`src/rtl/lfsr_range_gen.sv`:
```
// Galois LFSR random source: a free-running raw output plus a bounded
// [0, limit) request port built on rejection sampling with a forced fallback.
module lfsr_range_gen #(
    parameter int                WIDTH     = 16,
    parameter logic [WIDTH-1:0]  TAPS      = 16'hB400,
    parameter logic [WIDTH-1:0]  SEED      = 16'hACE1,
    parameter int                OUT_WIDTH = 8,
    parameter int                MAX_TRIES = 4
) (
    input  logic                 clk,
    input  logic                 reset,
    input  logic                 en,
    input  logic                 seed_load,
    input  logic [WIDTH-1:0]     seed_in,
    input  logic                 req,
    input  logic [OUT_WIDTH-1:0] limit,
    output logic                 busy,
    output logic                 valid,
    output logic [OUT_WIDTH-1:0] out,
    output logic [OUT_WIDTH-1:0] raw
);

    localparam int TW = $clog2(MAX_TRIES + 1);
    localparam logic [TW-1:0] TRY_LAST = TW'(MAX_TRIES);
    localparam logic [TW-1:0] TRY_ONE  = TW'(1);

    typedef enum logic {
        IDLE,
        SAMPLE
    } fsm_e;

    fsm_e                 fsm_q, fsm_d;
    logic [WIDTH-1:0]     state_q, state_d;
    logic [OUT_WIDTH-1:0] lim_q, lim_d;
    logic [TW-1:0]        tries_q, tries_d;
    logic [OUT_WIDTH-1:0] out_q, out_d;
    logic                 valid_q, valid_d;

    logic [WIDTH-1:0]     lfsr_next;
    logic [OUT_WIDTH-1:0] lim_m1;
    logic [OUT_WIDTH-1:0] mask;
    logic [OUT_WIDTH-1:0] cand;
    logic                 accept;

    assign lfsr_next = (state_q >> 1) ^ (state_q[0] ? TAPS : '0);

    // Smear the highest set bit of (limit-1) downward; limit 0 wraps to all ones.
    always_comb begin
        lim_m1 = lim_q - OUT_WIDTH'(1);
        mask   = '0;
        for (int i = 0; i < OUT_WIDTH; i++) begin
            mask = mask | (lim_m1 >> i);
        end
    end

    assign cand   = state_q[OUT_WIDTH-1:0] & mask;
    assign accept = (lim_q == '0) || (cand < lim_q);

    always_comb begin
        fsm_d   = fsm_q;
        state_d = state_q;
        lim_d   = lim_q;
        tries_d = tries_q;
        out_d   = out_q;
        valid_d = 1'b0;
        if (seed_load) begin
            state_d = (seed_in == '0) ? SEED : seed_in;
            fsm_d   = IDLE;
        end else begin
            unique case (fsm_q)
                IDLE: begin
                    if (req) begin
                        lim_d   = limit;
                        tries_d = TRY_ONE;
                        fsm_d   = SAMPLE;
                        state_d = lfsr_next;
                    end else if (en) begin
                        state_d = lfsr_next;
                    end
                end
                SAMPLE: begin
                    state_d = lfsr_next;
                    if (accept) begin
                        out_d   = cand;
                        valid_d = 1'b1;
                        fsm_d   = IDLE;
                    end else if (tries_q == TRY_LAST) begin
                        // cand < 2*limit here, so one subtraction lands in range.
                        out_d   = cand - lim_q;
                        valid_d = 1'b1;
                        fsm_d   = IDLE;
                    end else begin
                        tries_d = tries_q + TRY_ONE;
                    end
                end
                default: fsm_d = IDLE;
            endcase
        end
    end

    always_ff @(posedge clk or posedge reset) begin
        if (reset) begin
            fsm_q   <= IDLE;
            state_q <= SEED;
            lim_q   <= '0;
            tries_q <= '0;
            out_q   <= '0;
            valid_q <= 1'b0;
        end else begin
            fsm_q   <= fsm_d;
            state_q <= state_d;
            lim_q   <= lim_d;
            tries_q <= tries_d;
            out_q   <= out_d;
            valid_q <= valid_d;
        end
    end

    assign busy  = (fsm_q == SAMPLE);
    assign valid = valid_q;
    assign out   = out_q;
    assign raw   = state_q[OUT_WIDTH-1:0];

endmodule

```
`config.mk`:
```
export PLATFORM = sky130hd
export DESIGN_NAME = lfsr_range_gen
export DESIGN_NICKNAME = d
export VERILOG_FILES = /design/src/rtl/lfsr_range_gen.sv
export SDC_FILE = /design/constraint.sdc
export NUM_CORES = 1
export LEC_CHECK = 0
export ABC_AREA = 1
export BUFFER_PORTS_ARGS = -buffer_cell sky130_fd_sc_hd__buf_4
export CAP_MARGIN = 15
export CORE_MARGIN = 2
export CORE_UTILIZATION = 35
export CTS_CLUSTER_DIAMETER = 100
export DETAILED_ROUTE_END_ITERATION = 6
export MAX_ROUTING_LAYER = met4
export SYNTH_ARGS = -nofsm -noshare
export SYNTH_HDL_FRONTEND = slang
export SYNTH_SLANG_ARGS = --single-unit
```
`constraint.sdc`:
```
create_clock -name clk -period 7.47 [get_ports clk]
set_clock_uncertainty 0.2 [all_clocks]
set_input_delay 1.494 -clock clk [delete_from_list [all_inputs] [get_ports clk]]
set_output_delay 1.494 -clock clk [all_outputs]
set_load 0.05 [all_outputs]
```
==> results of run 1 <==
## cells in the mapped netlist (all sizes together), types with 2 or more instances
library cell,n,share of area
xor2,6,0.021
dfstp,8,0.082
nand3,28,0.063
buf,14,0.040
o211ai,2,0.0059
nor2,51,0.082
inv,37,0.054
o21ai,18,0.037
ha,13,0.064
nand4,13,0.034
a31oi,6,0.015
nand3b,2,0.0059
nor4,2,0.0049
dfrtp,29,0.28
a21oi,17,0.038
nand2,86,0.14
o22ai,5,0.012
## logic make-up (layout without fill, tap and decap cells)
group                      after synthesis  count (layout)  synth area share
xor gates and xnor gates                 7               7           0.02398
AOI/OAI and AO/OA                       50              50            0.1131
DFF                                     37              37            0.3661
adders and majority gates               14              14           0.07147
buffers and inverters                   53              93           0.09741
and+or+nand+nor                        183             183            0.3279
## power groups by stage
| stage | Clock, mW | Sequential [mW] | Combinational (mW) |
|---|---|---|---|
| after floorplan | 0 | 0.362 | 0.238 |
| after global placement | 0 | 0.293 | 0.410 |
| after detailed placement | 0 | 0.294 | 0.411 |
| after CTS | 0.213 | 0.291 | 0.413 |
| after global routing | 0.221 | 0.298 | 0.454 |
| final | 0.207 | 0.290 | 0.410 |
## worst paths after layout
check / slack, ps / depth (start not counted) / startpoint / endpoint
setup / recovery: 4030 / 20 / lim_q[0]$_DFFE_PP0P_ / out[7]$_DFFE_PP0P_
hold / removal: 280 / 2 / out[5]$_DFFE_PP0P_ / out[5]$_DFFE_PP0P_
setup reg to reg: 4030 / 20 / lim_q[0]$_DFFE_PP0P_ / out[7]$_DFFE_PP0P_
hold reg to reg: 280 / 2 / out[5]$_DFFE_PP0P_ / out[5]$_DFFE_PP0P_
max in group asynchronous: 5590 / 3 / reset / state_q[0]$_DFFE_PP1P_
min in group asynchronous: 1110 / 3 / reset / state_q[9]$_DFFE_PP0P_
## area by class of cell
type,count,area (um2)
fill,743,4115
clock buffer,5,68.82
timing repair buffer,47,352.8
tap,99,123.9
clock inverter,3,65.06
inverter,38,142.6
sequential,37,935.9
multi-input combinational,254,1371
## layer usage
layer / up-vias / part of all wire / wire, um
met5: - / 0 / 0
met4: 0 / 0.017 / 105
met3: 10 / 0.042 / 262
met2: 66 / 0.47 / 2958
met1: 1066 / 0.47 / 2921
li1: 1196 / - / -
## critical path: cells and delay by family, from the launching register on
kind / cells / cell delay (ps)
adder cells (fa/ha/maj): 3 / 810
AO/OA/AOI/OAI: 1 / 140
buffers and inverters: 3 / 440
AND/OR/NAND/NOR: 13 / 1340
flip-flops: 1 / 420
## state kept, by name, indices dropped and copies added, names as in the netlist
name	flops
out	8
valid	1
tries_q	3
busy	1
lim_q	8
state_q	16
## metrics by stage
step | cells | power (mW) | hold slack [ps]
finish | 483 | 0.9078 | 285.0
detailed placement | 475 | 0.7058 | 274.1
CTS | 483 | 0.9172 | 290.7
global route | 483 | 0.9732 | 302.6
floorplan | 344 | 0.6006 | 276.8
global placement | 475 | 0.7033 | 268.5
## cells in the final DEF (no fill, tap or decap), types with 12 or more instances in the layout
cell type,count
sky130_fd_sc_hd__buf_4,47
sky130_fd_sc_hd__a21oi_1,16
sky130_fd_sc_hd__ha_1,13
sky130_fd_sc_hd__nand4_1,12
sky130_fd_sc_hd__inv_1,32
sky130_fd_sc_hd__nand3_1,24
sky130_fd_sc_hd__dfrtp_1,29
sky130_fd_sc_hd__nand2_1,78
sky130_fd_sc_hd__nor2_1,48
sky130_fd_sc_hd__o21ai_0,17
==> metrics list, run 1 <==
* Result of the run: finished, final reports clean
* Post-CTS setup buffer count: 0
- After clock tree synthesis, the repair step resized 0 gates.
- The critical path goes through inv_1 -> ha_1 -> nand2_1 -> o21ai_0 -> nand2_1 -> nor2_1 -> nand4_1 -> nand2_1 -> ha_1 -> inv_1 -> fa_1 -> nand3_1 -> nand2_2 -> nand3_1 -> nand3_2 -> nand3_2 -> nand2_2 -> inv_1 -> nand3_1 -> nand2_1.
- Once detailed placement completed, the half-perimeter wirelength came to 4922 um.
- Count of clock tree sinks: 37
- From synthesis to final layout, the design area changed by 19.73%.
* Synthesized netlist net count: 387
- In the routed design, unresolved DRC markers number 0.
- Hold buffer count at cts: 0
- Power share of the sequential group: 0.320
- Number of DRC markers after the initial detailed-route iteration: around 110
- Routing usage on met1: 0.2174
- In the final timing run, aggregate negative setup slack is 0 ps.
* TritonCTS clock tree: built
- CP startpoint kind: flip-flop
- Chip Width: 89.46 um
* Internal: 0.5189 mW
* Most Used Layer, Global Route: met2
* Area of the placeable core: around 0.0072 mm2
* Time the final worst path needs with I/O delays and setup: roughly 3400 ps
* CP endpoint kind: flip-flop
* CTS Root Cell: sky130_fd_sc_hd__clkbuf_8
- Dominant cell type by count on the critical path: sky130_fd_sc_hd__nand2_1
- In this run the deepest clock path goes through 2 buffers.
* I/O pin total: 47
- The path class of the tightest hold or removal check is flip-flop to flip-flop.
- At the placement stage, the worst setup path has a slack of around 4000 ps.
* Avg WL per Cell: approximately 13 um
- The floorplan step defined a die boundary enclosing 0.008003 mm2.
- At the end of the flow the core is filled with cells to 0.4265.
* Post-layout worst setup margin: 4027 ps
- Average vias per placed instance: 4.841
* Pre-Repair DR Iteration Count: 4
- For this design the total switching power over the nets is 0.3889 mW.
- The number of antenna diodes in the final layout is 0.
* Ys flop type: sky130_fd_sc_hd__dfrtp_1
- Number of unique standard cell types used by synthesis: 35
* Tcrit/Tclk final: 0.4610
- Type of the worst setup path: flip-flop to flip-flop
- Slowest cell on crit path: sky130_fd_sc_hd__dfrtp_1
- Of the total power, the share spent switching nets is 0.4284.
- Number of instances in the synthesized netlist: 344
- The routed layout has 2338 vias.
- Maximum number of pins on one net before global-route repair: 38
- Maximum ir drop on the vdd rail: 0.00008346 V
- Crit path largest cell delay: 420 ps
* Number of enable flip-flop cells after synthesis: 0
* Final antenna-violating net count: 0
- The number of global-route vias before repair is 2291.
- The later pin in the worst-skew pair is clocked with a latency of 290 ps.
- After synthesis, the mean cell area works out to 7.431 um2.
- Post-synthesis instance area: 0.002556 mm2
- For met3 alone, demand over resource in global routing was 0.03509.
- Total track usage: 0.1756
- Clock-pin slew was measured on the worst setup and hold paths at 80 ps.
* Fraction of met2 tracks used by global routing: 0.2909
- The number of failing hold endpoints at the final stage was 0.
- For the pin with the worst max-slew slack, the measured transition is 493.0 ps.
- In the synthesized netlist the async set-or-reset flop fraction comes to 1.000.
- After routing the design area is around 0.003 mm2.
- Req. time, crit path: around 7500 ps
- In the final design database the tool counted 426 nets.
- The initial utilization of the core area, before any placement, comes to 0.3562.
- Derived from the worst setup path, the maximum achievable clock frequency is 0.2904 GHz.
* Die Y-Extent: 89.46 um
* Data arrival time of the worst path: ~3500 ps
- The share of total power dissipated in combinational logic is 0.452.
* Clk pwr share: 0.228
- Across the run, the number of max-cap violations was 0.
- Overflow after GRT: 0
- Counting flops and latches in the post-synthesis netlist gives 37.
- For this design the ratio of total power to cell area is 296.6 mW/mm2.
- Number of buffers added by the clock tree synthesis step: 5
- Setup violations, final: 0
- The first global-routing pass estimated 10520 um of wire.
* Sequential-to-total area share from yosys stat: 0.3661
- Number of slew-limit violations in the final report: 0
- After floorplanning, the core was divided into 31 placement rows.
- Cell area after placement: 0.002927 mm2
* Antenna violations before repair: 0
- Setup repair after global routing left no endpoint under its margin.
* H-tree depth: 2
- Input and output buffers added on the ports amount to 46.
- Share of cells above drive strength 1: 0.2266
* Routability Congestion: 0.9172
* Max-slew headroom at the worst pin: 0.6713
- Routed Wire Length: 6248 um
- Yosys synthesis warning count: 0
- Along the worst path, the maximum fanout reaches 13.
- Static leakage power: 1.575 nW
Note: power is estimated with default switching activity, not from simulation.
==> inputs of run 2 (changes only) <==
==> constraint.sdc (replaced) <==
create_clock -name clk -period 3.1 [get_ports clk]
set_clock_uncertainty 0.2 [all_clocks]
set_input_delay 0.62 -clock clk [delete_from_list [all_inputs] [get_ports clk]]
set_output_delay 0.62 -clock clk [all_outputs]
set_load 0.05 [all_outputs]
==> run 2 against run 1 <==
First-iteration DRC count grew 48%. Die area is the same. Final area grew 11%. Worst hold slack lost 52 ps. Critical endpoint is now out[0]$_DFFE_PP0P_. Largest power group unchanged.
==> metrics list, run 2 (synthesis results as in run 1) <==
- The maximum clock frequency was 0.3245 GHz (was 0.2904 GHz).
* Bufs and invs on worst path: 5 (was 3)
- Quantity of I/O buffers inserted on ports: 46 (unchanged)
- The initial core utilization was 0.3562 (unchanged).
- Dominant cell type by count on the critical path: sky130_fd_sc_hd__nor2_1 (was sky130_fd_sc_hd__nand2_1)
- Dpl cells: 487 (was 475)
- The maximum count of clock buffers along a single path was 2 (unchanged).
- Overflow after GRT: 0 (unchanged)
- Data arrival time of the worst path: 3120 ps (was 3470 ps)
* Number of DRC markers after the initial detailed-route iteration: 157 (was 106)
- The reported max-cap violation count was 0 (unchanged).
- Req. time, crit path: 3140 ps (was 7490 ps)
* Routed vias: 2490 (was 2338)
- The kind of start point of the critical path is a flip-flop (unchanged).
- The length of the first detailed-routing pass in iterations was 4 (unchanged).
- Switching Fraction: 0.4628 (was 0.4284)
* Antenna violations before repair: 0 (unchanged)
- The category of the most critical setup path is flip-flop to flip-flop (unchanged).
- The headroom to the max-slew limit was 0.6738 (was 0.6713).
- The register with the highest flop count is state_q (unchanged).
- The shortest clock period the worst path allows after layout came to 3082 ps (was 3443 ps).
- The maximum vdd drop came to 0.0001991 V (was 0.00008346 V).
- The number of ports placed on the die boundary was 47 (unchanged).
- The most common library cell in the layout ignoring fill and taps is sky130_fd_sc_hd__buf_4 (was sky130_fd_sc_hd__nand2_1).
* Final antenna-violating net count: 0 (unchanged)
- Cell type group with the largest total delay on the critical path: simple AND/OR/NAND/NOR gates (unchanged)
- The number of failing hold endpoints at the final stage came to 0 (unchanged).
- Non-Filler Cell Area, Final: 0.003391 mm2 (was 0.003060 mm2)
- The internal power of the cells is 1.237 mW (was 0.5189 mW).
- Maximum fanout along the worst path: 6 (was 13)
- The detailed-route wire length per cell was 13.77 um (was 12.94 um).
- Path category of the worst min-delay check: primary input to asynchronous set/reset pin (was flip-flop to flip-flop)
- Area delta synth->final: 32.65% (was 19.73%)
- The number of remaining DRC errors came to 0 (unchanged).
- The number of hold buffers added after CTS is 0 (unchanged).
- Static leakage power: 1.670 nW (was 1.575 nW)
* Max FFs per register: 16 (unchanged)
- Number of antenna repair diodes: 0 (unchanged)
- Routed Wire Length: 6942 um (was 6248 um)
* Worst-Margin Slew: 489.2 ps (was 493.0 ps)
* Power density of the placed cells: 678.9 mW/mm2 (was 296.6 mW/mm2)
- The cell count along the critical path is 21 (was 20).
* Die Y-Extent: 89.46 um (unchanged)
- Slowest cell on crit path: sky130_fd_sc_hd__dfrtp_1 (unchanged)
- Total Nets Final: 447 (was 426)
* First-pass GRT wire length: 11110 um (was 10520 um)
- The number of global-route vias before repair is 2410 (was 2291).
- Share of cells above drive strength 1: 0.3580 (was 0.2266)
* Part of the total power dissipated in combinational logic: 0.545 (was 0.452)
- The number of CTS-inserted buffers was 5 (unchanged).
- Count of non-filler cells in the finished layout: 504 (was 483)
- The clock-pin slew on the worst setup and hold paths was 80 ps (about the same).
* TritonCTS clock tree: built (unchanged)
* Most frequent cells in the layout: 64 x sky130_fd_sc_hd__buf_4, 63 x sky130_fd_sc_hd__nand2_1, 42 x sky130_fd_sc_hd__nor2_1, 29 x sky130_fd_sc_hd__dfrtp_1, 27 x sky130_fd_sc_hd__inv_1 (was 78 x sky130_fd_sc_hd__nand2_1, 48 x sky130_fd_sc_hd__nor2_1, 47 x sky130_fd_sc_hd__buf_4, 32 x sky130_fd_sc_hd__inv_1, 29 x sky130_fd_sc_hd__dfrtp_1)
* Number of cells on the worst reg-to-reg path: 21 (was 20)
- The H-tree level count came to 2 (unchanged).
- Cell breakdown of the critical path: inv_2 -> buf_4 -> ha_1 -> inv_1 -> nor2_1 -> nand3_1 -> nor2_1 -> nand4_1 -> nand2_2 -> inv_1 -> fa_2 -> nand3_2 -> nand2_2 -> nand3_2 -> nand3_4 -> nand2_4 -> buf_12 -> nor2_1 -> nor2_1 -> nand2_1 -> nand2_1 (was inv_1 -> ha_1 -> nand2_1 -> o21ai_0 -> nand2_1 -> nor2_1 -> nand4_1 -> nand2_1 -> ha_1 -> inv_1 -> fa_1 -> nand3_1 -> nand2_2 -> nand3_1 -> nand3_2 -> nand3_2 -> nand2_2 -> inv_1 -> nand3_1 -> nand2_1)
- The delay contributed by the slowest stage of the critical path was 380 ps (was 420 ps).
* Maximum number of pins on one net before global-route repair: 38 (unchanged)
* Insertion delay of the later-clocked pin in the worst-skew pair: 300 ps (was 290 ps)
* Number of slew-limit violations in the final report: 0 (unchanged)
- Result of the run: finished, final reports clean (unchanged)
- The net switching component of the power came to 1.065 mW (was 0.3889 mW).
- RSZ-0062 raised after global routing: yes (was no).
- Total track usage: 0.1854 (was 0.1756)
- CTS Root Cell: sky130_fd_sc_hd__clkbuf_8 (unchanged)
- The placer congestion estimate was 0.8874 (was 0.9172).
- The number of clock sinks seen by CTS came to 37 (unchanged).
- The final-report setup violation count is 0 (unchanged).
* CP endpoint kind: flip-flop (unchanged)
- Row count: 31 (unchanged)
- Cell area after placement: 0.003029 mm2 (was 0.002927 mm2)
- The share of power burned in the clock network was 0.150 (was 0.228).
- The portion of the clock cycle consumed by the worst path in the final layout was 0.9942 (was 0.4610).
- Full die area: 0.008003 mm2 (unchanged)
- Half-perimeter wire length of the detailed placement result: 5076 um (was 4922 um)
- Chip Width: 89.46 um (unchanged)
- Area of the placeable core: 0.007176 mm2 (unchanged)
- The part of the total power dissipated in sequential elements is 0.305 (was 0.320).
* Average vias per placed instance: 4.940 (was 4.841)
run 2: cell count changes in the layout (fill, tap and decap cells not counted), moves of 3 or more:
cell	change
sky130_fd_sc_hd__nor2_2	+3
sky130_fd_sc_hd__buf_4	+17
sky130_fd_sc_hd__nor2_1	-6
sky130_fd_sc_hd__ha_1	-4
sky130_fd_sc_hd__nand2_1	-15
sky130_fd_sc_hd__ha_4	+3
sky130_fd_sc_hd__nor2_4	+3
sky130_fd_sc_hd__inv_2	+4
sky130_fd_sc_hd__nand3_1	-4
sky130_fd_sc_hd__nand2_2	+12
sky130_fd_sc_hd__inv_1	-5
run 2: power groups by stage:
stage,registers (mW),logic (mW),clock network [mW]
floorplan,0.873,0.574,0
global placement,0.706,1.05,0
detailed placement,0.704,1.06,0
CTS,0.697,1.08,0.353
global route,0.719,1.38,0.374
finish,0.702,1.25,0.346
run 2: repair_timing:
action | CTS | global route
gates cloned | 0 | 1
resized for setup | 4 | 48
setup endpoints to repair | 10 | 13
pin swaps | 1 | 27
endpoints found under the hold margin | 0 | 0
setup buffers | 2 | 6
run 2: worst min-delay path, stage by stage:
cell,delay (ps)
sky130_fd_sc_hd__buf_4,100
sky130_fd_sc_hd__inv_1,40
sky130_fd_sc_hd__buf_4,410
run 2: path summary, 6_finish.rpt:
path	from	endpoint	slack, ps
worst max-delay path	lim_q[0]$_DFFE_PP0P_	out[0]$_DFFE_PP0P_	20
worst min-delay path	reset	state_q[8]$_DFFE_PP0P_	230
worst max register to register	lim_q[0]$_DFFE_PP0P_	out[0]$_DFFE_PP0P_	20
worst min register to register	out[4]$_DFFE_PP0P_	out[4]$_DFFE_PP0P_	280
max in group asynchronous	reset	state_q[5]$_DFFE_PP1P_	2110
min in group clk	out[4]$_DFFE_PP0P_	out[4]$_DFFE_PP0P_	280
run 2: layout make-up:
type                    instances  area (um2)
fillers                       735        3785
multi-input cells             254        1551
flip-flops and latches         37       935.9
repair buffers                 68       548.0
inverters                      38       145.1
well taps                      99       123.9
clock buffers                   5       68.82
clock inverters                 3       17.52
run 2: metal layers:
| layer | share of wire | global-route usage | wire (um) |
|---|---|---|---|
| met5 | 0 | - | 0 |
| met4 | 0.031 | 0.05699 | 216 |
| met3 | 0.037 | 0.04063 | 260 |
| met2 | 0.49 | 0.2990 | 3376 |
| met1 | 0.44 | 0.2327 | 3089 |
run 2: through the flow:
step                setup slack (ps)  setup TNS [ps]  power [mW]  hold WS [ps]  utilization
floorplan                      89.78               0       1.447         276.8            -
global placement               53.08               0       1.758         272.4       0.4221
detailed placement            -58.86          -263.1       1.764         276.0       0.4221
CTS                            38.47               0       2.127         256.1       0.4380
global route                  -197.1           -1848       2.470         280.9       0.4725
finish                         18.13               0       2.302         232.7       0.4725
==> inputs of run 3 (changes only) <==
--- a/config.mk
+++ b/config.mk
@@ -8,6 +8,7 @@
 export ABC_AREA = 1
 export BUFFER_PORTS_ARGS = -buffer_cell sky130_fd_sc_hd__buf_4
 export CAP_MARGIN = 15
+export CORE_ASPECT_RATIO = 2
 export CORE_MARGIN = 2
 export CORE_UTILIZATION = 35
 export CTS_CLUSTER_DIAMETER = 100
==> run 3 against run 2 <==
Non-clock buffer count rose by 1. Die area rose by 0.52%. Cell count fell by 0.79%. Clock-buffer cell count did not move. Clock power grew 69%. Largest power group unchanged.
==> metrics list, run 3 (synthesis results as in run 1) <==
* Result of the run: finished, final reports clean (unchanged)
* Reg-to-reg startpoint: lim_q[1]$_DFFE_PP0P_ (was lim_q[0]$_DFFE_PP0P_)
- The core outline area came to 0.007157 mm2 (was 0.007176 mm2).
- The placement row count is 44 (was 31).
* TritonCTS clock tree: built (unchanged)
- The mean number of vias per cell is 4.852 (was 4.940).
- H-tree depth: 2 (unchanged)
* Area taken by multi-input logic gates: 0.001523 mm2 (was 0.001551 mm2)
* Req. time, crit path: 3080 ps (was 3140 ps)
- The endpoint arrival time on the critical path is 3070 ps (was 3120 ps).
- Overflow after GRT: 0 (unchanged)
- The x dimension of the die is 64.43 um (was 89.46 um).
- The reported max-cap violation count came to 0 (unchanged).
* Number of design rule violations left after detail routing: 0 (unchanged)
- The peak fanout along the critical path is 7 (was 6).
* Total Nets Final: 450 (was 447)
- Most frequent cells in the layout: 69 x sky130_fd_sc_hd__nand2_1, 63 x sky130_fd_sc_hd__buf_4, 45 x sky130_fd_sc_hd__nor2_1, 29 x sky130_fd_sc_hd__dfrtp_1, 25 x sky130_fd_sc_hd__inv_1 (was 64 x sky130_fd_sc_hd__buf_4, 63 x sky130_fd_sc_hd__nand2_1, 42 x sky130_fd_sc_hd__nor2_1, 29 x sky130_fd_sc_hd__dfrtp_1, 27 x sky130_fd_sc_hd__inv_1).
- The remaining antenna violation count after routing came to 0 (unchanged).
* Max-slew headroom at the worst pin: 0.4664 (was 0.6738)
* Total track usage: 0.1706 (was 0.1854)
* Peak clock frequency supported by timing: 0.3228 GHz (was 0.3245 GHz)
* Pre-Repair DR Iteration Count: 4 (unchanged)
* Filler Cell Count: 722 (was 735)
* Dominant cell type by count on the critical path: sky130_fd_sc_hd__nand2_1 (was sky130_fd_sc_hd__nor2_1)
- The end of the worst register-to-register path was out[7]$_DFFE_PP0P_ (was out[0]$_DFFE_PP0P_).
- CP endpoint kind: flip-flop (unchanged)
* Critical path capture point: out[7]$_DFFE_PP0P_ (was out[0]$_DFFE_PP0P_)
* Starting density of the core: 0.3572 (was 0.3562)
- RSZ-0062 raised after global routing: yes (unchanged).
- The maximum number of pins on one net before global-route repair is 38 (unchanged).
- The sequential cell area in the final layout was 935.9 um2 (unchanged).
- Share of cells above drive strength 1: 0.3358 (was 0.3580)
- Number of antenna repair diodes: 0 (unchanged)
- The global routing's busiest layer is met2 (unchanged).
- Count of clock tree sinks: 37 (unchanged)
- The placer congestion estimate came to 0.8837 (was 0.8874).
* Insertion delay of the later-clocked pin in the worst-skew pair: 290 ps (was 300 ps)
* Vias in the first global route: 2283 (was 2410)
- Half-perimeter wire length of the detailed placement result: 4741 um (was 5076 um)
- Dpl cells: 479 (was 487)
* Time the final worst path needs with I/O delays and setup: 3098 ps (was 3082 ps)
- The routing usage on met2 came to 0.2898 (was 0.2990).
- The area growth from synthesis to final layout was 34.21% (was 32.65%).
* Max FFs per register: 16 (unchanged)
- The overall die area is 0.008045 mm2 (was 0.008003 mm2).
- The launching element of the worst setup path is lim_q[1]$_DFFE_PP0P_ (was lim_q[0]$_DFFE_PP0P_).
- Avg WL per Cell: 13.30 um (was 13.77 um)
* Number of slew-limit violations in the final report: 0 (unchanged)
- The number of DRC violations after detailed-routing iteration 0 was 96 (was 157).
- The leakage dissipation was 1.713 nW (was 1.670 nW).
- Routed Wire Length: 6648 um (was 6942 um)
- Final hold viol count: 0 (unchanged)
- Met3 track utilization from global routing: 0.03252 (was 0.04063)
* Cell area after placement: 0.003000 mm2 (was 0.003029 mm2)
* Max clock buf depth: 2 (unchanged)
- The transition time at the pin with the least slew margin is 797.4 ps (was 489.2 ps).
- The kind of start point of the critical path was a flip-flop (unchanged).
* Most common library cell in the layout ignoring fill and taps: sky130_fd_sc_hd__nand2_1 (was sky130_fd_sc_hd__buf_4)
- The register with the highest flop count was state_q (unchanged).
- The delay contributed by the slowest stage of the critical path was 390 ps (was 380 ps).
- Number of buffers added by the clock tree synthesis step: 5 (unchanged)
- The overall via count from detail_route was 2426 (was 2490).
* I/O pin total: 47 (unchanged)
* Clock-pin transition on the worst setup and hold timing paths: 60 ps (was 80 ps)
* Maximum ir drop on the vdd rail: 0.0004328 V (was 0.0001991 V)
- Antenna violations before repair: 0 (unchanged)
- The portion of the clock cycle consumed by the worst path in the final layout is 0.9994 (was 0.9942).
- The power per cell area was 719.2 mW/mm2 (was 678.9 mW/mm2).
- The count of non-filler cells in the finished layout is 500 (was 504).
* Die Y-Extent: 124.9 um (was 89.46 um)
- The power consumption is 2.467 mW (was 2.302 mW).
- Cell breakdown of the critical path: buf_4 -> nor2_4 -> nand2_4 -> nor2_2 -> nand2_2 -> nand2_4 -> nand4_1 -> nand2_1 -> ha_2 -> inv_2 -> fa_2 -> nand3_2 -> nand2_2 -> nand3_2 -> nand3_4 -> nand3_4 -> nand2_8 -> buf_6 -> nand2_1 -> nand2_1 (was inv_2 -> buf_4 -> ha_1 -> inv_1 -> nor2_1 -> nand3_1 -> nor2_1 -> nand4_1 -> nand2_2 -> inv_1 -> fa_2 -> nand3_2 -> nand2_2 -> nand3_2 -> nand3_4 -> nand2_4 -> buf_12 -> nor2_1 -> nor2_1 -> nand2_1 -> nand2_1)
- The final-report setup violation count is 0 (unchanged).
- The CTS root buffer is sky130_fd_sc_hd__clkbuf_16 (was sky130_fd_sc_hd__clkbuf_8).
- The first-pass GRT wire length came to 10630 um (was 11110 um).
- The quantity of I/O buffers inserted on ports came to 46 (unchanged).
* Number of cells on the worst reg-to-reg path: 20 (was 21)
- Slowest cell on crit path: sky130_fd_sc_hd__dfrtp_1 (unchanged)
- Non-Filler Cell Area, Final: 0.003431 mm2 (was 0.003391 mm2)
* Path category of the worst min-delay check: primary input to asynchronous set/reset pin (unchanged)
* Routing usage on met1: 0.2013 (was 0.2327)
- The category of the most critical setup path is flip-flop to flip-flop (unchanged).
- R2R Setup Slk: 2 ps (was 20 ps)
==> run 3: changes by cell type in the layout (fill, tap and decap cells not counted), sizes merged <==
cell	previous run	this run
buf	67	69
bufinv	0	1
clkbuf	6	5
clkinv	3	2
nand2	86	88
==> run 3: critical path, delay by kind of cell, from the launching register on <==
kind	cells	cell delay, ps
flops	1	390
buf+inv	3	380
fa+ha+maj	2	580
simple gates	15	1420
==> run 3: layout make-up <==
cell class,instances,share of cell area
Inverter,38,0.04230
Timing Repair Buffer,69,0.1575
Clock inverter,3,0.01349
Sequential cell,37,0.2728
Clock buffer,5,0.03647
Tap cell,92,0.03355
Multi-Input combinational cell,256,0.4438
==> run 3: through the flow <==
step | setup TNS (ps) | setup WS, ps | utilization | hold slack, ps
5_1_grt | -1435 | -159.6 | 0.4794 | 297.0
3_5_place_dp | -115.4 | -35.32 | 0.4192 | 267.5
2_1_floorplan | 0 | 89.78 | - | 276.8
6_report | 0 | 1.952 | 0.4794 | 246.3
3_3_place_gp | 0 | 29.51 | 0.4192 | 267.8
4_1_cts | 0 | 2.777 | 0.4446 | 266.9
==> run 3: power by group <==
part | internal [mW] | switching [mW] | total [mW]
combinational | 0.438 | 0.742 | 1.18
clock | 0.380 | 0.205 | 0.586
sequential | 0.609 | 0.0922 | 0.701
==> run 3: repair_timing <==
| action | in CTS | in global routing |
|---|---|---|
| setup endpoints to repair | 8 | 13 |
| setup buffers | 0 | 11 |
| gates cloned | 0 | 2 |
| gates resized for setup | 2 | 42 |
| pin swaps | 0 | 17 |
| hold buffers | 0 | 0 |
==> run 3: layer usage <==
metal | share of wire | vias up
li1 | - | 1254
met1 | 0.43 | 1110
met2 | 0.51 | 52
met3 | 0.037 | 10
met4 | 0.020 | 0
met5 | 0 | -
==> run 3: worst min-delay path by stage <==
stage,from,endpoint,slack [ps]
after CTS,reset,state_q[3]$_DFFE_PP0P_,270
after global routing,reset,state_q[4]$_DFFE_PP0P_,300
final,reset,state_q[12]$_DFFE_PP0P_,250
after detailed placement,out[4]$_DFFE_PP0P_,out[4]$_DFFE_PP0P_,270
after global placement,out[4]$_DFFE_PP0P_,out[4]$_DFFE_PP0P_,270
after floorplan,tries_q[0]$_DFFE_PP0P_,tries_q[0]$_DFFE_PP0P_,280
